`src/rtl/eth_rx_dispatch_pkg.sv`:
```
// Shared constants and types for the RX dispatcher.
// Covers fifo36 line fields, header offsets and FSM encoding.
package eth_rx_dispatch_pkg;

    localparam int HDR_LINES  = 10;
    localparam int F36_SOF    = 32;
    localparam int F36_EOF    = 33;
    localparam int F36_OCC_HI = 35;
    localparam int F36_OCC_LO = 34;

    localparam logic [15:0] ETHERTYPE_IPV4 = 16'h0800;
    localparam logic [7:0]  IPPROTO_UDP    = 8'd17;

    localparam int DMAC_HI   = 0;
    localparam int DMAC_LO   = 1;
    localparam int ETYPE     = 3;
    localparam int PROTO     = 6;
    localparam int UDP_DPORT = 9;

    localparam logic [3:0] LAST_HDR = 4'(HDR_LINES - 1);

    typedef logic [35:0] f36_t;

    typedef enum logic [1:0] {
        ST_HDR,
        ST_FLUSH,
        ST_PASS
    } state_t;

endpackage

```
`src/rtl/eth_rx_dispatch_demux.sv`:
```
// Two-way fifo36 demux: routes one line stream to DSP or CPU.
// The idle side sees zero data and no valid; ready comes from the chosen side.
module fifo36_demux2
    import eth_rx_dispatch_pkg::*;
(
    input  logic i_sel_dsp,
    input  f36_t i_data,
    input  logic i_src_rdy,
    output logic o_dst_rdy,
    output f36_t o_dsp_data,
    output logic o_dsp_src_rdy,
    input  logic i_dsp_dst_rdy,
    output f36_t o_cpu_data,
    output logic o_cpu_src_rdy,
    input  logic i_cpu_dst_rdy
);

    assign o_dsp_data    = i_sel_dsp ? i_data : '0;
    assign o_dsp_src_rdy = i_sel_dsp & i_src_rdy;
    assign o_cpu_data    = i_sel_dsp ? '0 : i_data;
    assign o_cpu_src_rdy = ~i_sel_dsp & i_src_rdy;
    assign o_dst_rdy     = i_sel_dsp ? i_dsp_dst_rdy : i_cpu_dst_rdy;

endmodule

```
`src/rtl/eth_rx_dispatch.sv`:
```
// Buffers the first header lines of each RX frame, classifies it,
// then replays the header and streams the rest to DSP or CPU.
module eth_rx_dispatch
    import eth_rx_dispatch_pkg::*;
(
    input  logic        clk,
    input  logic        reset_n,
    input  logic        dispatch_en,
    input  logic [47:0] my_mac,
    input  logic [15:0] dsp_udp_port,
    input  logic [35:0] in_data,
    input  logic        in_src_rdy,
    output logic        in_dst_rdy,
    output logic [35:0] dsp_data,
    output logic        dsp_src_rdy,
    input  logic        dsp_dst_rdy,
    output logic [35:0] cpu_data,
    output logic        cpu_src_rdy,
    input  logic        cpu_dst_rdy,
    output logic [31:0] dsp_pkt_count,
    output logic [31:0] cpu_pkt_count
);

    state_t      r_state;
    state_t      w_state_nxt;
    f36_t        r_buf [HDR_LINES];
    logic [3:0]  r_wr_ptr;
    logic [3:0]  r_rd_ptr;
    logic [3:0]  r_last_ptr;
    logic        r_sel_dsp;
    logic        r_hdr_has_eof;
    logic        r_active;
    logic [31:0] r_dsp_cnt;
    logic [31:0] r_cpu_cnt;

    f36_t        w_out_data;
    logic        w_out_src_rdy;
    logic        w_sel_dst_rdy;
    logic        w_demux_dst_rdy;
    logic        w_sof;
    logic        w_eof;
    logic        w_hdr_fire;
    logic        w_hdr_wr;
    logic        w_decide;
    logic        w_match;
    logic        w_flush_fire;
    logic        w_flush_last;
    logic        w_pass_eof;
    logic        w_pkt_done;

    assign w_sof = in_data[F36_SOF];
    assign w_eof = in_data[F36_EOF];

    // Ready is held off until one cycle after reset release.
    assign w_hdr_fire = (r_state == ST_HDR) && r_active && in_src_rdy;
    assign w_hdr_wr   = w_hdr_fire && ((r_wr_ptr != 4'd0) || w_sof);
    assign w_decide   = w_hdr_wr && ((r_wr_ptr == LAST_HDR) || w_eof);

    assign w_match = dispatch_en
        && (r_wr_ptr == LAST_HDR)
        && ({r_buf[DMAC_HI][15:0], r_buf[DMAC_LO][31:0]} == my_mac)
        && (r_buf[ETYPE][15:0] == ETHERTYPE_IPV4)
        && (r_buf[PROTO][23:16] == IPPROTO_UDP)
        && (in_data[15:0] == dsp_udp_port);

    assign w_sel_dst_rdy = r_sel_dsp ? dsp_dst_rdy : cpu_dst_rdy;
    assign w_flush_fire  = (r_state == ST_FLUSH) && w_sel_dst_rdy;
    assign w_flush_last  = w_flush_fire && (r_rd_ptr == r_last_ptr);
    assign w_pass_eof    = (r_state == ST_PASS) && in_src_rdy
                        && w_sel_dst_rdy && w_eof;
    assign w_pkt_done    = (w_flush_last && r_hdr_has_eof) || w_pass_eof;

    always_comb begin
        w_state_nxt   = r_state;
        w_out_data    = '0;
        w_out_src_rdy = 1'b0;
        in_dst_rdy    = 1'b0;
        unique case (r_state)
            ST_HDR: begin
                in_dst_rdy = r_active;
                if (w_decide)
                    w_state_nxt = ST_FLUSH;
            end
            ST_FLUSH: begin
                w_out_data    = r_buf[r_rd_ptr];
                w_out_src_rdy = 1'b1;
                if (w_flush_last)
                    w_state_nxt = r_hdr_has_eof ? ST_HDR : ST_PASS;
            end
            ST_PASS: begin
                w_out_data    = in_data;
                w_out_src_rdy = in_src_rdy;
                in_dst_rdy    = w_sel_dst_rdy;
                if (w_pass_eof)
                    w_state_nxt = ST_HDR;
            end
            default: w_state_nxt = ST_HDR;
        endcase
    end

    always_ff @(posedge clk or negedge reset_n) begin
        if (!reset_n)
            r_state <= ST_HDR;
        else
            r_state <= w_state_nxt;
    end

    always_ff @(posedge clk or negedge reset_n) begin
        if (!reset_n) begin
            for (int i = 0; i < HDR_LINES; i++)
                r_buf[i] <= '0;
            r_wr_ptr      <= '0;
            r_rd_ptr      <= '0;
            r_last_ptr    <= '0;
            r_sel_dsp     <= 1'b0;
            r_hdr_has_eof <= 1'b0;
            r_active      <= 1'b0;
            r_dsp_cnt     <= '0;
            r_cpu_cnt     <= '0;
        end else begin
            r_active <= 1'b1;
            if (w_hdr_wr) begin
                r_buf[r_wr_ptr] <= in_data;
                r_wr_ptr        <= r_wr_ptr + 4'd1;
            end
            if (w_decide) begin
                r_wr_ptr      <= '0;
                r_last_ptr    <= r_wr_ptr;
                r_sel_dsp     <= w_match;
                r_hdr_has_eof <= w_eof;
            end
            if (w_flush_fire)
                r_rd_ptr <= w_flush_last ? 4'd0 : r_rd_ptr + 4'd1;
            if (w_pkt_done) begin
                if (r_sel_dsp)
                    r_dsp_cnt <= r_dsp_cnt + 32'd1;
                else
                    r_cpu_cnt <= r_cpu_cnt + 32'd1;
            end
        end
    end

    fifo36_demux2 u_demux (
        .i_sel_dsp     (r_sel_dsp),
        .i_data        (w_out_data),
        .i_src_rdy     (w_out_src_rdy),
        .o_dst_rdy     (w_demux_dst_rdy),
        .o_dsp_data    (dsp_data),
        .o_dsp_src_rdy (dsp_src_rdy),
        .i_dsp_dst_rdy (dsp_dst_rdy),
        .o_cpu_data    (cpu_data),
        .o_cpu_src_rdy (cpu_src_rdy),
        .i_cpu_dst_rdy (cpu_dst_rdy)
    );

    assign dsp_pkt_count = r_dsp_cnt;
    assign cpu_pkt_count = r_cpu_cnt;

    logic w_unused;
    assign w_unused = w_demux_dst_rdy;

endmodule

```
`config.mk`:
```
export PLATFORM = sky130hd
export DESIGN_NAME = eth_rx_dispatch
export DESIGN_NICKNAME = d
export VERILOG_FILES = /design/src/rtl/eth_rx_dispatch_pkg.sv /design/src/rtl/eth_rx_dispatch_demux.sv /design/src/rtl/eth_rx_dispatch.sv
export SDC_FILE = /design/constraint.sdc
export NUM_CORES = 1
export LEC_CHECK = 0
export CELL_PAD_IN_SITES_DETAIL_PLACEMENT = 0
export CELL_PAD_IN_SITES_GLOBAL_PLACEMENT = 1
export CORE_ASPECT_RATIO = 0.5
export CORE_MARGIN = 1.5
export CORE_UTILIZATION = 30
export CTS_BUF_LIST = sky130_fd_sc_hd__clkbuf_2
export DETAILED_ROUTE_END_ITERATION = 8
export PLACE_DENSITY_LB_ADDON = 0.1
export SLEW_MARGIN = 20
export SYNTH_ARGS = -nofsm -noshare
export SYNTH_HDL_FRONTEND = slang
export SYNTH_SLANG_ARGS = --single-unit
```
`constraint.sdc`:
```
create_clock -name clk -period 3 [get_ports clk]
set_input_delay 0.9 -clock clk [delete_from_list [all_inputs] [get_ports clk]]
set_output_delay 0.9 -clock clk [all_outputs]
set_load 0.1 [all_outputs]
```
==> flow_summary.json <==
{
  "cts_made_buffers": 107,
  "cp_max_fo": 7,
  "globalRouteTotalUtil_pct": 19.8,
  "detail_route.drc_violations": 10,
  "grt_setup_unrepaired": "true",
  "die_h_um": 193,
  "worst_slack_setup_final_ps": -1430,
  "floorplan.initialDensity_pct": 30.5,
  "wl_met1_mm": 35.4,
  "cts_tree": "yes",
  "grt_start_max_net_pins": 72,
  "rows": 69,
  "ctsRootBufferMaster": "sky130_fd_sc_hd__clkbuf_2",
  "asyncSetResetFlopFracSynth_pct": 100,
  "coreArea_um2": 71300,
  "synthMostInstantiatedCell": "sky130_fd_sc_hd__dfrtp_1",
  "fin_worst_hold_slack_ps": 245,
  "fin_area_um2": 30400,
  "setup.worst_path.class": "reg2out",
  "synthesis.nets": 1790,
  "final.setup_skew_ps": 62.4,
  "timing.critical_path.to_type": "primary output",
  "wire_length_per_cell_um": 22.9,
  "clock_sink_count": 441,
  "synth_cells": 1673,
  "endpoint_arrival_time_on_the_critical_path_ps": 3530,
  "final_util_pct": 42.6,
  "via_count": 15429,
  "design.portCount": 245,
  "chipWidth_um": 384,
  "dp.final_hpwl_mm": 48.3,
  "maxCapViolCount": 0,
  "yosysTopAreaCell": "sky130_fd_sc_hd__dfrtp_1",
  "detail_route.iter0.violations": 815,
  "fin_crit_ps": 4430,
  "area_growth_syn_to_layout_pct": 39.8,
  "report.final.setup_viol": 75,
  "timing_worst_slew_pin_value_ps": 762,
  "wl_met2_mm": 33.3,
  "power.density_nw_per_um2": 886,
  "top_signal_layer_used": "met4",
  "sequentialPowerShare_pct": 35.0,
  "globalplace.congestion": 0.767,
  "grt_first_pass_wirelength_mm": 109,
  "dr_vias_cell": 4.87,
  "power.total_mw": 26.9,
  "worstHoldPathType": "in2async",
  "ys_dominant_reg_cell": "sky130_fd_sc_hd__dfrtp_1",
  "p_leak_nw": 13.4,
  "final_nets": 2245,
  "wl_mm": 72.5,
  "crit_required_ps": 2100,
  "netSwitchingPower_mw": 10.7,
  "route.met3.wl_mm": 2.28,
  "design.die.area_um2": 74200,
  "yosys_reg_bits": 441,
  "layout_cells_sized_above_1_pct": 52.2,
  "intPower_mw": 16.2,
  "cts.reportedPaths.clkPinSlew_ps": 120,
  "dr.pass1.iters": 6,
  "number_of_synthesized_flops_with_an_enable_pin": 0,
  "reg2reg_from": "r_wr_ptr[1]",
  "clock_tree.buffer_depth": 3,
  "first_global_vias": 16227,
  "placement.cell_area_um2": 27900,
  "minimum_setup_slack_after_placement_ps": -143,
  "clock_latency_ps": 1270,
  "numPortBuffers": 244,
  "synthesis.area_per_instance_um2": 13.0,
  "clock.fmax_mhz": 226,
  "comb_power_share_pct": 49.4,
  "final.fill_count": 6748,
  "netlist.area_leader.share_pct": 50.8,
  "timing.reg2reg.setup_slack_ps": 500,
  "worstReg2RegEnd": "r_buf[292]",
  "grt.overflow.total": 0,
  "switching_part_of_the_total_pct": 39.9,
  "drt.antenna.violating_nets": 0,
  "final.period_utilization_pct": 148,
  "outcome": "finished, violations left",
  "final_hold_viol_count": 0,
  "h_tree_depth": 3,
  "synth.distinct_cells": 55,
  "power.share.clock_pct": 15.5,
  "seq_area_frac_synth_pct": 50.8,
  "antenna_found_initial": 4,
  "yosysWarnings": 0,
  "ys_top_cells_by_count": "sky130_fd_sc_hd__dfrtp_1 (441), sky130_fd_sc_hd__mux2_2 (346), sky130_fd_sc_hd__nor2_1 (95), sky130_fd_sc_hd__nand2_1 (74), sky130_fd_sc_hd__mux2i_1 (73)",
  "ir_drop_mv": 0.323,
  "yosys-top-cells-area": "sky130_fd_sc_hd__dfrtp_1 (51%), sky130_fd_sc_hd__mux2_2 (18%), sky130_fd_sc_hd__mux4_2 (7.5%)",
  "critPathLaunchType": "register",
  "synth.cell_area_um2": 21700,
  "worst_r2r_path_depth": 6,
  "violations": "DRC, setup timing",
  "timing.slew.headroom_pct": 48.5,
  "final_max_slew_viol_count": 0
}
routing by layer:
| metal | vias up | track usage (%) |
|---|---|---|
| met5 | - | 0 |
| met4 | 0 | 4.92 |
| met3 | 104 | 3.69 |
| met2 | 250 | 30.7 |
| met1 | 7992 | 28.3 |
| li1 | 7083 | - |
state kept, by name, summed over array words and instances, names as in the netlist:
register and cells:
r_buf 360, cpu_pkt_count 32, dsp_pkt_count 32, r_last_ptr 4
r_rd_ptr 4, r_wr_ptr 4, r_state 2, r_active 1
r_hdr_has_eof 1, r_sel_dsp 1
cell type report:
| class | instances | area [um2] | share of cell area, % |
|---|---|---|---|
| clock inverter | 39 | 209 | 0.688 |
| antenna | 6 | 15.0 | 0.0494 |
| timing repair buffer | 479 | 6190 | 20.4 |
| multi-input combinational | 1073 | 10800 | 35.7 |
| tap | 958 | 1200 | 3.94 |
| sequential | 441 | 11100 | 36.5 |
| inverter | 26 | 97.6 | 0.321 |
| clock buffer | 149 | 746 | 2.45 |
stage by stage:
step / cells / TNS, ps
after floorplan: 1673 / -3580
after global placement: 2910 / -16690
after detailed placement: 2910 / -11700
after CTS: 3150 / -110680
after global routing: 3171 / -116310
final: 3171 / -96890
power groups by stage:
stage	clock network [mW]	registers, mW	logic [mW]
global placement	0	9.52	12.4
global route	4.70	9.73	14.1
detailed placement	0	9.54	12.5
finish	4.18	9.44	13.3
CTS	4.40	9.42	13.1
floorplan	0	9.14	8.31
layout by cell type, fill, tap and decap left out, types with 24 or more instances in the layout:
cell type                         count
sky130_fd_sc_hd__nor3_1              24
sky130_fd_sc_hd__clkinv_1            29
sky130_fd_sc_hd__clkdlybuf4s50_1    104
sky130_fd_sc_hd__buf_4              160
sky130_fd_sc_hd__nor2_4              61
sky130_fd_sc_hd__a22oi_2             31
sky130_fd_sc_hd__mux2_2             346
sky130_fd_sc_hd__inv_1               24
sky130_fd_sc_hd__nand4_1             30
sky130_fd_sc_hd__mux4_2              72
sky130_fd_sc_hd__dfrtp_2             39
sky130_fd_sc_hd__clkbuf_2           149
sky130_fd_sc_hd__mux2i_1             65
sky130_fd_sc_hd__xor2_1              53
sky130_fd_sc_hd__buf_8               48
sky130_fd_sc_hd__nand2_1             68
sky130_fd_sc_hd__dfrtp_1            400
sky130_fd_sc_hd__nand3_1             24
sky130_fd_sc_hd__buf_12             137
sky130_fd_sc_hd__o22ai_1             26
sky130_fd_sc_hd__xnor2_1             57
critical path, cell delays in order, from the launching register on:
cell,delay (ps)
sky130_fd_sc_hd__dfrtp_4,580
sky130_fd_sc_hd__buf_12,160
sky130_fd_sc_hd__clkbuf_16,170
sky130_fd_sc_hd__buf_4,140
sky130_fd_sc_hd__mux4_2,400
sky130_fd_sc_hd__mux2i_1,200
sky130_fd_sc_hd__o22ai_2,120
sky130_fd_sc_hd__a22oi_1,160
sky130_fd_sc_hd__buf_4,150
sky130_fd_sc_hd__nor2_2,50
sky130_fd_sc_hd__buf_12,160
kinds of logic after synthesis:
family | share of synthesized area (%)
AO/OA/AOI/OAI | 4.04
XOR/XNOR | 4.51
adder cells (fa/ha/maj) | 0.633
buffers and inverters | 3.28
flip-flops | 50.8
multiplexers | 28.8
other | 0.0173
AND/OR/NAND/NOR | 7.93
repair_timing:
action | CTS | global route
gates cloned | 6 | 2
buffers inserted | 45 | 17
hold buffers | 1 | 0
endpoints found under the hold margin | 369 | 0
pin swaps | 8 | 16
resized for setup | 210 | 30
endpoints found under the setup margin | 139 | 75
worst max path at each step:
stage                     start      endpoint  slack [ps]  cells past startpoint
floorplan           r_rd_ptr[0]   cpu_data[0]        -240                      8
global placement     in_src_rdy    r_buf[269]        -210                      7
detailed placement  r_rd_ptr[0]  cpu_data[15]        -140                      8
CTS                 r_rd_ptr[0]  cpu_data[10]       -1590                      8
global route        r_rd_ptr[0]   cpu_data[1]       -1660                     10
finish              r_rd_ptr[0]   cpu_data[1]       -1430                     10
(Power assumes the default switching activity.)
